**src/rtl/axi4_lite_if.sv**
```systemverilog
// AXI4-Lite register-access interface; DUT side uses the slave modport.
interface axi4_lite_if #(
    parameter int unsigned ADDR_WIDTH = 16,
    parameter int unsigned DATA_WIDTH = 8
);
    logic [ADDR_WIDTH-1:0] awaddr;
    logic                  awvalid;
    logic                  awready;
    logic [DATA_WIDTH-1:0] wdata;
    logic                  wvalid;
    logic                  wready;
    logic [1:0]            bresp;
    logic                  bvalid;
    logic                  bready;
    logic [ADDR_WIDTH-1:0] araddr;
    logic                  arvalid;
    logic                  arready;
    logic [DATA_WIDTH-1:0] rdata;
    logic [1:0]            rresp;
    logic                  rvalid;
    logic                  rready;

    modport slave (
        input  awaddr, awvalid, wdata, wvalid, bready, araddr, arvalid, rready,
        output awready, wready, bresp, bvalid, arready, rdata, rresp, rvalid
    );

    modport master (
        output awaddr, awvalid, wdata, wvalid, bready, araddr, arvalid, rready,
        input  awready, wready, bresp, bvalid, arready, rdata, rresp, rvalid
    );
endinterface

```
**src/rtl/cci_sccb_master.sv**
```systemverilog
// SCCB/I2C master: one AXI4-Lite access becomes one 16-bit-address CCI
// register transaction on open-drain SCL/SDA, answered with ACK status.
module cci_sccb_master #(
    parameter int unsigned CLK_FREQ = 74_250_000,
    parameter int unsigned I2C_FREQ = 400_000
) (
    input  logic       clk_i,
    input  logic       rst_i,
    axi4_lite_if.slave axil_i,
    input  logic [6:0] slave_addr_i,
    input  logic       sda_i,
    output logic       scl_oe_o,
    output logic       sda_oe_o,
    output logic       busy_o
);
    localparam int unsigned QTR  = CLK_FREQ / (4 * I2C_FREQ);
    localparam int unsigned QW   = (QTR > 1) ? $clog2(QTR) : 1;
    localparam logic [QW-1:0] QMAX = QW'(QTR - 1);

    typedef enum logic [3:0] {
        S_IDLE, S_START, S_DEV_W, S_REG_HI, S_REG_LO, S_DATA_WR,
        S_RSTART, S_DEV_R, S_DATA_RD, S_STOP, S_TBUF, S_RESP
    } state_t;

    state_t        r_state;
    logic [QW-1:0] r_qcnt;
    logic [1:0]    r_phase;
    logic [3:0]    r_bit;
    logic [15:0]   r_addr;
    logic [7:0]    r_data;
    logic [6:0]    r_dev;
    logic          r_wr, r_err;
    logic [7:0]    r_rx;
    logic          r_scl_oe, r_sda_oe, r_busy;
    logic          r_awready, r_arready;
    logic          r_bvalid, r_rvalid;
    logic [1:0]    r_bresp, r_rresp;
    logic [7:0]    r_rdata;

    logic       w_qend, w_bend, w_tx_state, w_wr_req, w_rd_req, w_resp_done;
    logic [1:0] w_nphase;
    logic [3:0] w_nbit;
    state_t     w_nstate;
    logic [7:0] w_byte;
    logic       w_scl, w_sda;

    assign w_qend      = (r_qcnt == QMAX);
    assign w_bend      = w_qend && (r_phase == 2'd3);
    assign w_nphase    = r_phase + 2'd1;
    assign w_wr_req    = axil_i.awvalid && axil_i.wvalid;
    assign w_rd_req    = axil_i.arvalid;
    assign w_resp_done = (r_bvalid && axil_i.bready) || (r_rvalid && axil_i.rready);
    assign w_tx_state  = (r_state == S_DEV_W) || (r_state == S_REG_HI) || (r_state == S_REG_LO)
                      || (r_state == S_DATA_WR) || (r_state == S_DEV_R);

    // Sequencing at bit boundaries; a NACK on any transmitted byte diverts to STOP.
    always_comb begin
        w_nstate = r_state;
        w_nbit   = r_bit;
        if (w_bend) begin
            case (r_state)
                S_START:  begin w_nstate = S_DEV_W; w_nbit = 4'd0; end
                S_RSTART: begin w_nstate = S_DEV_R; w_nbit = 4'd0; end
                S_STOP:   w_nstate = S_TBUF;
                S_TBUF:   w_nstate = S_RESP;
                S_DEV_W, S_REG_HI, S_REG_LO, S_DATA_WR, S_DEV_R, S_DATA_RD: begin
                    if (r_bit != 4'd8) begin
                        w_nbit = r_bit + 4'd1;
                    end else begin
                        w_nbit = 4'd0;
                        if (r_err || r_state == S_DATA_WR || r_state == S_DATA_RD)
                            w_nstate = S_STOP;
                        else if (r_state == S_DEV_W)
                            w_nstate = S_REG_HI;
                        else if (r_state == S_REG_HI)
                            w_nstate = S_REG_LO;
                        else if (r_state == S_REG_LO)
                            w_nstate = r_wr ? S_DATA_WR : S_RSTART;
                        else
                            w_nstate = S_DATA_RD;
                    end
                end
                default: ;
            endcase
        end
    end

    always_comb begin
        case (w_nstate)
            S_DEV_W:   w_byte = {r_dev, 1'b0};
            S_DEV_R:   w_byte = {r_dev, 1'b1};
            S_REG_HI:  w_byte = r_addr[15:8];
            S_REG_LO:  w_byte = r_addr[7:0];
            S_DATA_WR: w_byte = r_data;
            default:   w_byte = 8'h00;
        endcase
    end

    // Line levels for the quarter about to begin; SDA in byte states moves only at q0.
    always_comb begin
        w_scl = 1'b0;
        w_sda = r_sda_oe;
        case (w_nstate)
            S_START: begin
                w_scl = (w_nphase == 2'd3);
                w_sda = w_nphase[1];
            end
            S_RSTART: begin
                w_scl = (w_nphase == 2'd0) || (w_nphase == 2'd3);
                w_sda = w_nphase[1];
            end
            S_STOP: begin
                w_scl = (w_nphase == 2'd0);
                w_sda = (w_nphase != 2'd3);
            end
            S_DEV_W, S_REG_HI, S_REG_LO, S_DATA_WR, S_DEV_R: begin
                w_scl = (w_nphase == 2'd0) || (w_nphase == 2'd3);
                if (w_nphase == 2'd0)
                    w_sda = (w_nbit < 4'd8) ? ~w_byte[3'(4'd7 - w_nbit)] : 1'b0;
            end
            S_DATA_RD: begin
                w_scl = (w_nphase == 2'd0) || (w_nphase == 2'd3);
                w_sda = 1'b0;
            end
            default: w_sda = 1'b0;
        endcase
    end

    always_ff @(posedge clk_i) begin
        if (rst_i) begin
            r_state   <= S_IDLE;
            r_qcnt    <= '0;
            r_phase   <= 2'd0;
            r_bit     <= 4'd0;
            r_addr    <= 16'h0000;
            r_data    <= 8'h00;
            r_dev     <= 7'h00;
            r_wr      <= 1'b0;
            r_err     <= 1'b0;
            r_rx      <= 8'h00;
            r_scl_oe  <= 1'b0;
            r_sda_oe  <= 1'b0;
            r_busy    <= 1'b0;
            r_awready <= 1'b0;
            r_arready <= 1'b0;
            r_bvalid  <= 1'b0;
            r_rvalid  <= 1'b0;
            r_bresp   <= 2'b00;
            r_rresp   <= 2'b00;
            r_rdata   <= 8'h00;
        end else begin
            case (r_state)
                S_IDLE: begin
                    r_qcnt  <= '0;
                    r_phase <= 2'd0;
                    r_bit   <= 4'd0;
                    if (r_awready) begin
                        r_awready <= 1'b0;
                        r_addr    <= axil_i.awaddr;
                        r_data    <= axil_i.wdata;
                        r_dev     <= slave_addr_i;
                        r_wr      <= 1'b1;
                        r_busy    <= 1'b1;
                        r_state   <= S_START;
                    end else if (r_arready) begin
                        r_arready <= 1'b0;
                        r_addr    <= axil_i.araddr;
                        r_dev     <= slave_addr_i;
                        r_wr      <= 1'b0;
                        r_busy    <= 1'b1;
                        r_state   <= S_START;
                    end else if (w_wr_req) begin
                        r_awready <= 1'b1;
                    end else if (w_rd_req) begin
                        r_arready <= 1'b1;
                    end
                end
                // Ready is raised in the handshake cycle so the next accept lands right after it.
                S_RESP: begin
                    if (w_resp_done) begin
                        r_bvalid <= 1'b0;
                        r_rvalid <= 1'b0;
                        r_err    <= 1'b0;
                        r_busy   <= 1'b0;
                        r_state  <= S_IDLE;
                        if (w_wr_req)
                            r_awready <= 1'b1;
                        else if (w_rd_req)
                            r_arready <= 1'b1;
                    end
                end
                default: begin
                    r_qcnt <= w_qend ? '0 : r_qcnt + QW'(1);
                    if (w_qend) begin
                        r_phase  <= w_nphase;
                        r_scl_oe <= w_scl;
                        r_sda_oe <= w_sda;
                        r_state  <= w_nstate;
                        r_bit    <= w_nbit;
                    end
                    if (w_qend && r_phase == 2'd1) begin
                        if (w_tx_state && r_bit == 4'd8 && sda_i)
                            r_err <= 1'b1;
                        if (r_state == S_DATA_RD && r_bit != 4'd8)
                            r_rx <= {r_rx[6:0], sda_i};
                    end
                    if (w_bend && r_state == S_TBUF) begin
                        if (r_wr) begin
                            r_bvalid <= 1'b1;
                            r_bresp  <= r_err ? 2'b10 : 2'b00;
                        end else begin
                            r_rvalid <= 1'b1;
                            r_rresp  <= r_err ? 2'b10 : 2'b00;
                            r_rdata  <= r_err ? 8'h00 : r_rx;
                        end
                    end
                end
            endcase
        end
    end

    assign scl_oe_o       = r_scl_oe;
    assign sda_oe_o       = r_sda_oe;
    assign busy_o         = r_busy;
    assign axil_i.awready = r_awready;
    assign axil_i.wready  = r_awready;
    assign axil_i.arready = r_arready;
    assign axil_i.bvalid  = r_bvalid;
    assign axil_i.bresp   = r_bresp;
    assign axil_i.rvalid  = r_rvalid;
    assign axil_i.rresp   = r_rresp;
    assign axil_i.rdata   = r_rdata;
endmodule
```
**src/flat_wrapper.sv**
```systemverilog
// flat-port wrapper written by rule: the top's interface ports become plain ports
module cci_sccb_master_flat 
#(
    parameter int unsigned CLK_FREQ = 74_250_000,
    parameter int unsigned I2C_FREQ = 400_000
)
  (clk_i, rst_i, slave_addr_i, sda_i, scl_oe_o, sda_oe_o, busy_o, axil_i_awaddr, axil_i_awvalid, axil_i_wdata, axil_i_wvalid, axil_i_bready, axil_i_araddr, axil_i_arvalid, axil_i_rready, axil_i_awready, axil_i_wready, axil_i_bresp, axil_i_bvalid, axil_i_arready, axil_i_rdata, axil_i_rresp, axil_i_rvalid);
  axi4_lite_if axil_i_i ();
  input  logic clk_i;
  input  logic rst_i;
  input  logic [6:0] slave_addr_i;
  input  logic sda_i;
  output logic scl_oe_o;
  output logic sda_oe_o;
  output logic busy_o;
  input wire logic [$bits(axil_i_i.awaddr)-1:0] axil_i_awaddr;
  input wire logic [$bits(axil_i_i.awvalid)-1:0] axil_i_awvalid;
  input wire logic [$bits(axil_i_i.wdata)-1:0] axil_i_wdata;
  input wire logic [$bits(axil_i_i.wvalid)-1:0] axil_i_wvalid;
  input wire logic [$bits(axil_i_i.bready)-1:0] axil_i_bready;
  input wire logic [$bits(axil_i_i.araddr)-1:0] axil_i_araddr;
  input wire logic [$bits(axil_i_i.arvalid)-1:0] axil_i_arvalid;
  input wire logic [$bits(axil_i_i.rready)-1:0] axil_i_rready;
  output wire logic [$bits(axil_i_i.awready)-1:0] axil_i_awready;
  output wire logic [$bits(axil_i_i.wready)-1:0] axil_i_wready;
  output wire logic [$bits(axil_i_i.bresp)-1:0] axil_i_bresp;
  output wire logic [$bits(axil_i_i.bvalid)-1:0] axil_i_bvalid;
  output wire logic [$bits(axil_i_i.arready)-1:0] axil_i_arready;
  output wire logic [$bits(axil_i_i.rdata)-1:0] axil_i_rdata;
  output wire logic [$bits(axil_i_i.rresp)-1:0] axil_i_rresp;
  output wire logic [$bits(axil_i_i.rvalid)-1:0] axil_i_rvalid;
  assign axil_i_i.awaddr = axil_i_awaddr;
  assign axil_i_i.awvalid = axil_i_awvalid;
  assign axil_i_i.wdata = axil_i_wdata;
  assign axil_i_i.wvalid = axil_i_wvalid;
  assign axil_i_i.bready = axil_i_bready;
  assign axil_i_i.araddr = axil_i_araddr;
  assign axil_i_i.arvalid = axil_i_arvalid;
  assign axil_i_i.rready = axil_i_rready;
  assign axil_i_awready = axil_i_i.awready;
  assign axil_i_wready = axil_i_i.wready;
  assign axil_i_bresp = axil_i_i.bresp;
  assign axil_i_bvalid = axil_i_i.bvalid;
  assign axil_i_arready = axil_i_i.arready;
  assign axil_i_rdata = axil_i_i.rdata;
  assign axil_i_rresp = axil_i_i.rresp;
  assign axil_i_rvalid = axil_i_i.rvalid;
  cci_sccb_master #(.CLK_FREQ(CLK_FREQ), .I2C_FREQ(I2C_FREQ)) u_core (.clk_i(clk_i), .rst_i(rst_i), .axil_i(axil_i_i), .slave_addr_i(slave_addr_i), .sda_i(sda_i), .scl_oe_o(scl_oe_o), .sda_oe_o(sda_oe_o), .busy_o(busy_o));
endmodule
```
**config.mk**
```make
export PLATFORM = sky130hd
export DESIGN_NAME = cci_sccb_master_flat
export DESIGN_NICKNAME = d
export VERILOG_FILES = /design/src/rtl/axi4_lite_if.sv /design/src/rtl/cci_sccb_master.sv /design/src/flat_wrapper.sv
export SDC_FILE = /design/constraint.sdc
export NUM_CORES = 1
export LEC_CHECK = 0
export CAP_MARGIN = 5
export CORE_MARGIN = 3
export CORE_UTILIZATION = 40
export DETAILED_ROUTE_END_ITERATION = 10
export DONT_BUFFER_PORTS = 1
export PLACE_DENSITY = 0.59
export SETUP_SLACK_MARGIN = 0.5
export SYNTH_ARGS = -nofsm -noshare
export SYNTH_HDL_FRONTEND = slang
export SYNTH_SLANG_ARGS = --single-unit
```
**constraint.sdc**
```tcl
create_clock -name clk_i -period 7.9 [get_ports clk_i]
set_input_delay 1.185 -clock clk_i [delete_from_list [all_inputs] [get_ports clk_i]]
set_output_delay 1.185 -clock clk_i [all_outputs]
set_load 0.005 [all_outputs]
```
After elaboration in Yosys (flattened, before gate mapping)
Cells that the tools add are included.
Operators by class
  multiplexer cells: 64
  equal/unequal tests: 35
  reductions and logical operators: 48
  bitwise logic cells: 5
  order comparisons: 2
  $add $sub $neg: 4
Operators by type and width (number)
  two-way mux 4 bit: 13
  case mux 8 bit (5 select lines): 1
  == test 4 x 3 -> 1 bit (second input constant): 8
  two-way mux 16 bit: 2
  == test 4 bit (second input constant): 7
  two-way mux 1 bit: 26
  case mux 4 bit (2 select lines): 3
  AND reduction 3 bit: 7
  case mux 4 bit (5 select lines): 1
  == test 4 x 2 -> 1 bit (second input constant): 4
  two-way mux 7 bit: 2
  nonzero test 2 bit: 7
  case mux 1 bit (2 select lines): 6
  case mux 6 bit (2 select lines): 1
  AND reduction 4 bit: 3
  != test 2 bit (second input constant): 5
  logical AND 1 bit: 9
  == test 4 x 1 -> 1 bit (second input constant): 2
  logical OR 1 bit: 8
  two-way mux 8 bit: 1
  AND reduction 2 bit: 4
  OR reduction 7 bit: 1
  adder 6 x 1 -> 6 bit (second input constant): 1
  == test 6 bit (second input constant): 1
  other kinds (23): 35
Storage, ports and cells
  output and inout port bits: 20
  input port bits: 55
  register bits: 76

Logic depth before layout (Yosys ltp)
Gate-level depths: netlist of the first run.
  depth after elaboration: 16
  mapped depth: 13
  depth with buffers taken out: 11

Worst setup path before layout of the first run
OpenSTA, ideal clock, no wires.
  path type: register to register
  start: register u_core.r_bit[0]
  end: register u_core.r_sda_oe, in the netlist u_core.sda_oe_o
  setup slack: 5.107 ns
  required time: 7.772 ns
  arrival time: 2.666 ns
  path buffers: 2
  cell stages (with the launch flop): 14
  cells stage by stage: dfxtp_1 -> inv_1 -> ha_1 -> and3b_1 -> a2111oi_0 -> o21a_1 -> a31o_2 -> buf_2 -> buf_4 -> mux2i_1 -> o21ai_0 -> o221ai_1 -> nor4_1 -> a2bb2oi_2
On the way
  longest elaborated chain between the ends: 12
Ends and longest elaborated chain
  start: declaration: line cci_sccb_master.sv:28  | logic [3:0] r_bit;
  start signal: assignment: line cci_sccb_master.sv:199  | r_bit <= w_nbit;
  parallel branches: the longest is 12 deep, another holds adder 4 x 1 -> 4 bit
  end signal: assignment: line cci_sccb_master.sv:197  | r_sda_oe <= w_sda;
  end: declaration: line cci_sccb_master.sv:34  | logic r_scl_oe, r_sda_oe, r_busy;
Parallel ways; which one is timed is not known. The select of a mux whose other input is x is not followed.
A chain may end at the register's enable or synchronous reset.

Worst setup path after layout of the first run
  start: register u_core.r_state[0]
  end: register u_core.r_sda_oe, in the netlist u_core.sda_oe_o
On the way
  longest elaborated chain between the ends: 16
Ends and longest elaborated chain
  start: declaration: line cci_sccb_master.sv:25  | state_t r_state;
  start signal: assignment: line cci_sccb_master.sv:198  | r_state <= w_nstate;
  == test 4 x 3 -> 1 bit: line cci_sccb_master.sv:61, cci_sccb_master.sv:77
  two-way mux 4 bit: line cci_sccb_master.sv:77  | else if (r_state == S_REG_LO)
  two-way mux 4 bit: line cci_sccb_master.sv:75  | else if (r_state == S_REG_HI)
  two-way mux 4 bit: line cci_sccb_master.sv:73  | else if (r_state == S_DEV_W)
  two-way mux 4 bit: line cci_sccb_master.sv:71  | if (r_err || r_state == S_DATA_WR || r_state == S_DATA_RD)
  two-way mux 4 bit: line cci_sccb_master.sv:67  | if (r_bit != 4'd8) begin
  case mux 4 bit (5 select lines): line cci_sccb_master.sv:61  | case (r_state)
  two-way mux 4 bit: line cci_sccb_master.sv:60  | if (w_bend) begin
  == test 4 x 3 -> 1 bit / == test 4 x 2 -> 1 bit (equally long branches): line cci_sccb_master.sv:89, cci_sccb_master.sv:103
  case mux 8 bit (5 select lines): line cci_sccb_master.sv:89  | case (w_nstate)
  binary-select mux 1 bit (select 3 bit): line cci_sccb_master.sv:119  | w_sda = (w_nbit < 4'd8) ? ~w_byte[3'(4'd7 - w_nbit)] : 1'b0;
  two-way mux 1 bit (implied by the code): line cci_sccb_master.sv:119
  inverter 1 bit: line cci_sccb_master.sv:119
  two-way mux 1 bit: line cci_sccb_master.sv:119
  two-way mux 1 bit: line cci_sccb_master.sv:118  | if (w_nphase == 2'd0)
  case mux 1 bit (3 select lines): line cci_sccb_master.sv:103  | case (w_nstate)
Parallel ways exist; a longest one is shown, timed or not. The select of a mux whose other input is x is not followed.

==> impl_metrics.yaml, run 1 <==
layout:
  drive_gt1_share_pct: 8.00
  final_area_um2: 4330
  multiInputGateArea_um2: 2410
  post-route-util_pct: 44.1
  nNetsFinal: 533
  register_area_um2: 1480
  syn_to_final_growth_pct: 6.29
  diodes: 0
  nFillCells: 1055
clock_network:
  clockBufferDepth: 2
  clock_latency_ps: 360
  clk_pin_slew_ps: 90
  post_cts_buffers: 0
  cts_htree_levels: 3
  cts.repair.resized: 0
  cts_tree: "built"
  cts_inserted_buffers: 9
  cts_num_sinks: 74
  ctsHoldBuffers: 0
  clock_tree.root_cell: "clkbuf_8"
logic_synthesis:
  ys_types: 71
  synth-main-ff-cell: "dfxtp_1"
  synth_top_cell_by_area: "dfxtp_1"
  syn_area_per_cell_um2: 8.37
  synth_cells: 487
  synth-xor-area-share_pct: 0.645
  yosysWarningCount: 0
  synthSimpleGateAreaFrac_pct: 23.6
  seq_area_frac_synth_pct: 36.4
  synth_area_um2: 4080
  synth_top_family_by_area: "simple AND/OR/NAND/NOR gates"
  async_flop_share_pct: 0
  synth-seq-cells: 74
  synth-edff-count: 0
  synth_mux_area_share_pct: 8.66
  synth-compound-area-share_pct: 23.3
  synth.top_cells.by_area: "dfxtp_1 36%, mux2i_1 8.1%, nor2_1 5.3%"
  synthAdderAreaFrac_pct: 2.46
  synth.top_cell.area_share_pct: 36.4
floorplan:
  ios: 75
  die_w_um: 107
  fp.dieH_um: 107
  rows: 36
  core_area_um2: 9820
  start_util_pct: 41.5
  die-area_um2: 11400
route:
  ant_nets: 0
  finalWirelength_um: 10300
  dr_wl_met2_um: 4680
  drt_iter0_markers: 204
  dr_total_vias: 3488
  drt-met1-wl_um: 4820
  wire_per_inst_um: 16.9
  wl_met3_um: 559
  first_pass_iters: 4
  highest_layer: "met4"
  drc: 0
  vias_per_cell: 5.74
pwr:
  leakagePower_nw: 1.47
  pwr_density_cell_nw_per_um2: 243
  ir_drop_mv: 0.115
min_path:
  hold_class: "register to register"
  hold_end: "u_core.r_data[1]$_SDFFE_PP0P_"
  min_from: "u_core.r_data[1]$_SDFFE_PP0P_"
  hold_depth: 2
timing:
  final-max-slew-violation-count: 0
  timing.hold.ws_ps: 460
  fin_tns_setup_ps: 0
  fin_crit_sh_pct: 43.7
  setup_viol: 0
  setup_ws_ps: 4450
  max_slew_margin_pct: 35.1
  timing.final.crit_period_ps: 3450
  clock.fmax_mhz: 290
  hold_violations: 0
  clock_skew_ps: 9.95
  worstMarginPinSlew_ps: 968
  grt_setup_unrepaired: "false"
place:
  dpl_cell_area_um2: 4120
  gp_congestion: 0.832
  numPortBuffers: 0
  pre_cts_ws_ps: 4580
  dpl.hpwl_um: 7480
worst_setup_path:
  required_ps: 8150
  endpoint_kind: "register"
  startpoint: "u_core.r_state[0]$_SDFFE_PP0P_"
  cp_max_fo: 20
  ff2ff_setup_slack_ps: 4450
  timing.rr.start: "u_core.r_state[0]$_SDFFE_PP0P_"
  rr_worst_depth: 9
  path_class: "register to register"
  start_kind: "register"
  r2r-end: "u_core.sda_oe_o$_SDFFE_PP0P_"
  critPathArrivalTime_ps: 3700
run_status:
  outcome: "complete, no violations"
grt:
  track_usage_pct: 18.2
  first_global_vias: 3332
  grt_max_degree: 65
  grt.overflow.total: 0
  grt_pass1_wl_um: 16600
  antenna_found_initial: 0
run:
  maxCapViolations: 0
## critical path: stages (launching register included)
cell and delay [ps]:
dfxtp_1 800, nor2b_1 130, o41ai_2 410, o21ai_0 300, nor4_1 880, nand3_1 150, o2111ai_1 160, o221ai_1 170
nor4_1 250, a2bb2oi_2 80
## how the worst max path moves through the flow
stage / endpoint / slack, ps
after detailed placement: u_core.sda_oe_o$_SDFFE_PP0P_ / 4580
after global routing: u_core.sda_oe_o$_SDFFE_PP0P_ / 4170
final: u_core.sda_oe_o$_SDFFE_PP0P_ / 4450
after CTS: u_core.sda_oe_o$_SDFFE_PP0P_ / 4540
after global placement: u_core.sda_oe_o$_SDFFE_PP0P_ / 4680
after floorplan: u_core.sda_oe_o$_SDFFE_PP0P_ / 5110
## area by class of cell
cell class | count | area share (%)
clock inverters | 7 | 1.94
repair buffers | 3 | 0.520
inverters | 11 | 0.953
flip-flops and latches | 74 | 34.2
clock buffers | 9 | 2.86
well taps | 133 | 3.84
multi-input cells | 371 | 55.7
## synth_stat cells, types with 2 or more instances
library cell  number
a2111oi_0          2
a211oi_1          18
a21boi_0           2
a21oi_1           38
a22oi_1            5
a311o_1            2
a311oi_1           2
a31o_2             4
a31oi_1            4
a41oi_1            2
and3_1             2
and3b_1            2
buf_2              6
buf_4              4
buf_6              2
clkbuf_1          20
dfxtp_1           74
ha_1               8
inv_1             11
mux2_2             2
mux2i_1           33
nand2_1           45
nand2b_1          15
nand3_1           16
nand3b_1          12
nand4_1            5
nand4b_1           3
nor2_1            57
nor2b_1            3
nor3_1             9
nor3_2             2
nor4_1             4
o2111ai_1          3
o211ai_1           3
o21a_1             6
o21ai_0           18
o22ai_1            4
o31ai_1            2
o41a_1             2
or4b_1             2
xor2_1             3
## layout by cell type, fill, tap and decap left out, drive strengths merged, types with 11 or more instances in the layout
master | synthesis | final
a211oi | 18 | 18
a21oi | 38 | 38
dfxtp | 74 | 74
inv | 11 | 14
mux2i | 33 | 33
nand2 | 46 | 46
nand2b | 15 | 15
nand3 | 16 | 16
nand3b | 12 | 12
nor2 | 57 | 57
nor3 | 11 | 11
o21ai | 19 | 19
## per-stage QoR
stage          std cells  power (W)
6_report             608    0.00105
5_1_grt              608    0.00112
4_1_cts              608    0.00106
3_5_place_dp         592   0.000747
3_3_place_gp         592   0.000742
2_1_floorplan        488   0.000690
## registers in the layout (all words and copies together), names as in the netlist, 2 cells and up
signal and cells:
u_core.axil_i.rdata 8, u_core.r_addr 16, u_core.r_bit 4, u_core.r_data 8, u_core.r_dev 7, u_core.r_phase 2, u_core.r_qcnt 6, u_core.r_rx 8
u_core.r_state 4
## routing by layer
metal / up-vias / GRT usage (%)
li1: 1748 / -
met1: 1640 / 24.5
met2: 87 / 28.7
met3: 13 / 4.03
met4: 0 / 6.12
met5: - / 0
## report_power, final
part / internal (W) / switching (W)
clock: 0.000151 / 0.000163
combinational: 0.000101 / 0.000164
sequential: 0.000425 / 0.0000478
total: 0.000677 / 0.000375
## cell families after synthesis
logic type | after synthesis
adders and majority gates | 8
buffers and inverters | 43
xor gates and xnor gates | 3
AOI/OAI and AO/OA | 135
and+or+nand+nor | 188
muxes | 35
DFF | 74
other | 1
Power figures use the tool's default switching activity.
==> inputs of run 2 (changes only) <==
==> constraint.sdc (replaced) <==
create_clock -name clk_i -period 3.32 [get_ports clk_i]
set_input_delay 0.498 -clock clk_i [delete_from_list [all_inputs] [get_ports clk_i]]
set_output_delay 0.498 -clock clk_i [all_outputs]
set_load 0.005 [all_outputs]
==> impl_metrics.yaml, run 2 (same netlist as run 1, synthesis figures left out) <==
run_status:
  outcome: "complete, no violations"
layout:
  diodes: 0
  final_area_um2: 4910
  nFillCells: 1001
  nNetsFinal: 572
  syn_to_final_growth_pct: 20.6
  largest_reg_flops: 16
  top_register: "u_core.r_addr"
  post-route-util_pct: 50.1
  multiInputGateArea_um2: 2640
  most-common-layout-cells: "64 x dfxtp_1, 53 x nor2_1, 45 x nand2_1, 38 x buf_4, 37 x a21oi_1"
  drive_gt1_share_pct: 22.2
  layout_commonest_cell: "dfxtp_1"
  register_area_um2: 1510
route:
  drt_iter0_markers: 227
  drc: 0
  dr_total_vias: 3796
  first_pass_iters: 5
  finalWirelength_um: 11400
  vias_per_cell: 5.87
  wire_per_inst_um: 17.6
  ant_nets: 0
worst_setup_path:
  start_kind: "register"
  endpoint: "u_core.sda_oe_o$_SDFFE_PP0P_"
  critPathArrivalTime_ps: 3110
  required_ps: 3550
  endpoint_kind: "register"
  cp_max_fo: 12
  crit_slowest_cell: "a2111oi_4"
  r2r-end: "u_core.sda_oe_o$_SDFFE_PP0P_"
  path_class: "register to register"
  worstPathCellList: "buf_6, or3b_4, a2111oi_4, nor4_4, buf_4, nor4_4, buf_4, nand3_1, o2111ai_2, o221ai_1, nor4_2, a2bb2oi_2"
  timing.rr.start: "u_core.r_state[1]$_SDFFE_PP0P_"
  ff2ff_setup_slack_ps: 440
  startpoint: "u_core.r_state[1]$_SDFFE_PP0P_"
  max_stage_delay_ps: 430
  rr_worst_depth: 12
grt:
  antenna_found_initial: 0
  grt_max_degree: 65
  grt_pass1_wl_um: 18000
  first_global_vias: 3574
  track_usage_pct: 19.6
  grt.overflow.total: 0
timing:
  grt_setup_unrepaired: "true"
  timing.final.crit_period_ps: 2880
  hold_violations: 0
  clock.fmax_mhz: 348
  clock_skew_ps: 12.4
  setup_viol: 0
  fin_tns_setup_ps: 0
  setup_ws_ps: 443
  max_slew_margin_pct: 43.6
  worstMarginPinSlew_ps: 846
  timing.hold.ws_ps: 205
  final-max-slew-violation-count: 0
  fin_crit_sh_pct: 86.7
run:
  maxCapViolations: 0
clock_network:
  clock_latency_ps: 350
  cts_tree: "built"
  cts_htree_levels: 3
  clock_tree.root_cell: "clkbuf_8"
  cts_num_sinks: 74
  clk_pin_slew_ps: 90
  clockBufferDepth: 2
  cts_inserted_buffers: 9
min_path:
  hold_class: "input pin to register"
floorplan:
  ios: 75
  fp.dieH_um: 107
  core_area_um2: 9820
  die_w_um: 107
  rows: 36
  start_util_pct: 41.5
  die-area_um2: 11400
pwr:
  pwr_density_cell_nw_per_um2: 541
  leakagePower_nw: 1.72
  ir_drop_mv: 0.300
place:
  pre_cts_ws_ps: 175
  numPortBuffers: 0
  dpl_cell_area_um2: 4190
  dpl.hpwl_um: 7760
  gp_congestion: 0.873
[run 2: cell types whose count changed in the layout (fill, tap and decap cells not counted), moves of 3 or more]
| cell | before | now |
|---|---|---|
| ha_4 | 0 | 3 |
| o21ai_0 | 18 | 14 |
| buf_6 | 0 | 3 |
| dfxtp_4 | 0 | 6 |
| buf_4 | 3 | 38 |
| nor2_1 | 56 | 53 |
| dfxtp_1 | 74 | 64 |
| dfxtp_2 | 0 | 4 |
| ha_1 | 8 | 5 |
| o21ai_1 | 1 | 4 |
[run 2: final cells by class]
type | count | share of cell area, %
repair buffers | 42 | 6.90
clock buffers | 11 | 3.08
flip-flops and latches | 74 | 30.7
multi-input cells | 371 | 53.7
well taps | 133 | 3.39
clock inverters | 5 | 1.37
inverters | 11 | 0.840
[run 2: report_power, final]
group	leakage [nW]	switching [W]	internal, W
clock network	0.113	0.000369	0.000402
logic	1.00	0.000445	0.000325
registers	0.608	0.000106	0.00101
[run 2: metrics by stage]
step | total power [W] | std cells
final | 0.00266 | 647
after global placement | 0.00178 | 601
after CTS | 0.00263 | 635
after global routing | 0.00283 | 647
after floorplan | 0.00164 | 488
after detailed placement | 0.00180 | 601
[run 2: layer usage]
| metal | GRT usage, % | vias up | routed length (um) |
|---|---|---|---|
| li1 | - | 1825 | - |
| met1 | 26.2 | 1785 | 5050 |
| met2 | 31.5 | 163 | 5370 |
| met3 | 4.27 | 23 | 740 |
| met4 | 6.48 | 0 | 225 |
| met5 | 0 | - | 0 |
[run 2: how the worst min path moves through the flow]
stage                                  start                                   to  cells after the start
3_5_place_dp    u_core.r_dev[6]$_SDFFE_PP0P_         u_core.r_dev[6]$_SDFFE_PP0P_                      2
2_1_floorplan  u_core.r_data[1]$_SDFFE_PP0P_        u_core.r_data[1]$_SDFFE_PP0P_                      2
6_report                               rst_i          u_core.r_rx[6]$_SDFFE_PP0P_                      1
4_1_cts                                rst_i       u_core.r_state[1]$_SDFFE_PP0P_                      1
5_1_grt                                rst_i  u_core.axil_i.rdata[5]$_SDFFE_PP0P_                      1
3_3_place_gp   u_core.r_data[1]$_SDFFE_PP0P_        u_core.r_data[1]$_SDFFE_PP0P_                      2
[run 2: timing repair]
item,CTS,global route
pin swaps,10,13
setup buffers,18,12
hold buffers,0,0
gates resized for setup,39,26
endpoints found under the setup margin,1,1
[run 2: worst max-delay path: cells and delay by family, from the launching register on]
kind	cells	cell delay, ps
and+or+nand+nor	5	1100
AOI/OAI and AO/OA	4	780
buffers and inverters	3	490
DFF	1	380
==> RTL change: new RTL, flow settings as in run 2 <==
Encoding of `state_t`: now one-hot (12 bits for 12 states).
--- a/src/rtl/cci_sccb_master.sv
+++ b/src/rtl/cci_sccb_master.sv
@@ -19,5 +19,5 @@
 
-    typedef enum logic [3:0] {
-        S_IDLE, S_START, S_DEV_W, S_REG_HI, S_REG_LO, S_DATA_WR,
-        S_RSTART, S_DEV_R, S_DATA_RD, S_STOP, S_TBUF, S_RESP
+    typedef enum logic [11:0] {
+        S_IDLE = 12'b000000000001, S_START = 12'b000000000010, S_DEV_W = 12'b000000000100, S_REG_HI = 12'b000000001000, S_REG_LO = 12'b000000010000, S_DATA_WR = 12'b000000100000,
+        S_RSTART = 12'b000001000000, S_DEV_R = 12'b000010000000, S_DATA_RD = 12'b000100000000, S_STOP = 12'b001000000000, S_TBUF = 12'b010000000000, S_RESP = 12'b100000000000
     } state_t;
Check against the original RTL: same outputs for any inputs over 10 cycles, from zero or initial values and one cycle with rst_i high; not proved beyond that.
==> RTL change against run 2 <==
Clock skew fell by 4.1 ps; synthesized area rose by 11%; sequential share of layout area fell by 0.66 points; combinational power fell by 21%; wire length rose by 12%; sequential power rose by 4%; sequential cell count rose by 8; total power rose by 6.9%; setup slack got worse by 340 ps; final area rose by 13%; highest routed layer unchanged.
==> RTL change: results (changes against run 2) <==
\begin{tabular}{lr}
\hline
Metric & Value \\
\hline
\multicolumn{2}{l}{\textbf{Synthesis}} \\
Most frequent cells after synthesis & 82 x sky130\_fd\_sc\_hd\_\_dfxtp\_1, 79 x sky130\_fd\_sc\_hd\_\_nor2\_1, 50 x sky130\_fd\_sc\_hd\_\_nand2\_1, 47 x sky130\_fd\_sc\_hd\_\_a21oi\_1, 34 x sky130\_fd\_sc\_hd\_\_mux2i\_1 \\
Sequential-to-total area share from yosys stat & 36.2\% (-0.12 points) \\
Cell variety after synth & 66 (-7.0\%) \\
Leading post-synthesis cells by cell area & sky130\_fd\_sc\_hd\_\_dfxtp\_1 36\%, sky130\_fd\_sc\_hd\_\_mux2i\_1 7.5\%, sky130\_fd\_sc\_hd\_\_nor2\_1 6.5\% \\
\multicolumn{2}{l}{\textbf{Drt}} \\
Number of DRC markers after the initial detailed-route iteration & 302 (+33\%) \\
Final routed wire length divided by cell count & 17.4 um (-1.3\%) \\
Mean number of vias per cell & 5.63 (-4.1\%) \\
\multicolumn{2}{l}{\textbf{Min path}} \\
End point of the most critical hold path & u\_core.scl\_oe\_o \\
\multicolumn{2}{l}{\textbf{GRT}} \\
Vias in the first global route & 4,113 (+15\%) \\
Maximum number of pins on one net before global-route repair & 76 (+17\%) \\
Wire length of the first global-routing pass & 20,700 um (+15\%) \\
\multicolumn{2}{l}{\textbf{Run status}} \\
Result of the run & complete, no violations \\
\multicolumn{2}{l}{\textbf{Power}} \\
Switching share of power & 29.9\% (-4.7 points) \\
Max rail drop VDD & 0.000391 V (+30\%) \\
Pwr Total & 2.84 mW (+6.9\%) \\
Leakage Power & 2.03 nW (+18\%) \\
\multicolumn{2}{l}{\textbf{Final layout}} \\
Share of post-route cells with drive strength above 1 & 22.6\% (+0.43 points) \\
Filler Cells Inserted & 1,084 (+8.3\%) \\
Layout net count & 655 (+15\%) \\
\multicolumn{2}{l}{\textbf{Worst setup path}} \\
Start point of the critical path & u\_core.r\_state[0] \\
Data arrival time at the worst-slack endpoint & 3440 ps (+330 ps) \\
Max FO, Critical Path & 8 (-4) \\
\multicolumn{2}{l}{\textbf{Placement}} \\
Routability cong. & 0.915 (+4.8\%) \\
Final HPWL DP & 9660 um (+24\%) \\
\multicolumn{2}{l}{\textbf{STA}} \\
Max Clock Skew & 8.23 ps (-4.13 ps) \\
Remaining max-slew budget at the tightest pin & 45.9\% (+2.3 points) \\
\multicolumn{2}{l}{\textbf{Clock tree}} \\
Post\_cts resized & 25 (-36\%) \\
CTS clock-pin slew for the worst setup and hold paths & 70 ps (-20 ps) \\
\hline
\end{tabular}
RTL change: cell count changes after synthesis, moves of 5 or more:
cell and delta:
sky130_fd_sc_hd__a21oi_1 +9, sky130_fd_sc_hd__a22oi_1 +5, sky130_fd_sc_hd__and2_1 +5, sky130_fd_sc_hd__and3_1 +5
sky130_fd_sc_hd__dfxtp_1 +8, sky130_fd_sc_hd__nand2_1 +5, sky130_fd_sc_hd__nand2b_1 -9, sky130_fd_sc_hd__nor2_1 +22
sky130_fd_sc_hd__nor3_1 +11, sky130_fd_sc_hd__o21ai_0 +6, sky130_fd_sc_hd__xor2_1 +5
RTL change: cell type report:
class,count,share of cell area [%]
Multi-Input combinational cell,430,52.3
Tap cell,140,3.16
Timing Repair Buffer,58,7.88
Clock buffer,12,4.83
Inverter,11,0.745
Clock inverter,4,0.994
Sequential cell,82,30.0
RTL change: logic make-up (layout without fill, tap and decap cells):
logic type | count (synthesis) | after routing | synth area share, %
adders and majority gates | 8 | 8 | 2.21
AOI/OAI and AO/OA | 138 | 138 | 19.8
muxes | 34 | 34 | 7.51
xor gates and xnor gates | 10 | 10 | 1.93
DFF | 82 | 82 | 36.2
and+or+nand+nor | 238 | 238 | 27.4
other | 1 | 2 | 0.0828
buffers and inverters | 48 | 85 | 4.80
RTL change: critical path, cell delays in order (launching register included):
cell,delay [ps]
sky130_fd_sc_hd__dfxtp_2,360
sky130_fd_sc_hd__nor4_4,360
sky130_fd_sc_hd__nand4_2,210
sky130_fd_sc_hd__o21ai_2,190
sky130_fd_sc_hd__nand3_2,100
sky130_fd_sc_hd__or3_4,400
sky130_fd_sc_hd__or4_4,450
sky130_fd_sc_hd__nor3_4,230
sky130_fd_sc_hd__buf_6,160
sky130_fd_sc_hd__a21oi_2,70
sky130_fd_sc_hd__a2111oi_2,330
sky130_fd_sc_hd__a221o_1,190
sky130_fd_sc_hd__o22ai_1,50
RTL change: through the flow:
stage / worst slack (ps) / hold slack (ps) / TNS [ps] / cell area (um^2) / cells
floorplan: 129 / 436 / 0 / 4650 / 560
global placement: 38.2 / 458 / 0 / 5000 / 713
detailed placement: -86.9 / 457 / -99.4 / 5000 / 713
CTS: 91.8 / 215 / 0 / 5450 / 733
global route: -33.2 / 219 / -33.2 / 5540 / 737
finish: 103 / 239 / 0 / 5540 / 737
RTL change: layer usage:
| layer | wire, um | share of wire, % | GRT usage [%] | vias to the layer above |
|---|---|---|---|---|
| li1 | - | - | - | 2074 |
| met1 | 6050 | 47 | 27.0 | 1957 |
| met2 | 6060 | 47 | 33.1 | 96 |
| met3 | 454 | 3.5 | 3.07 | 19 |
| met4 | 231 | 1.8 | 7.45 | 0 |
| met5 | 0 | 0 | 0 | - |
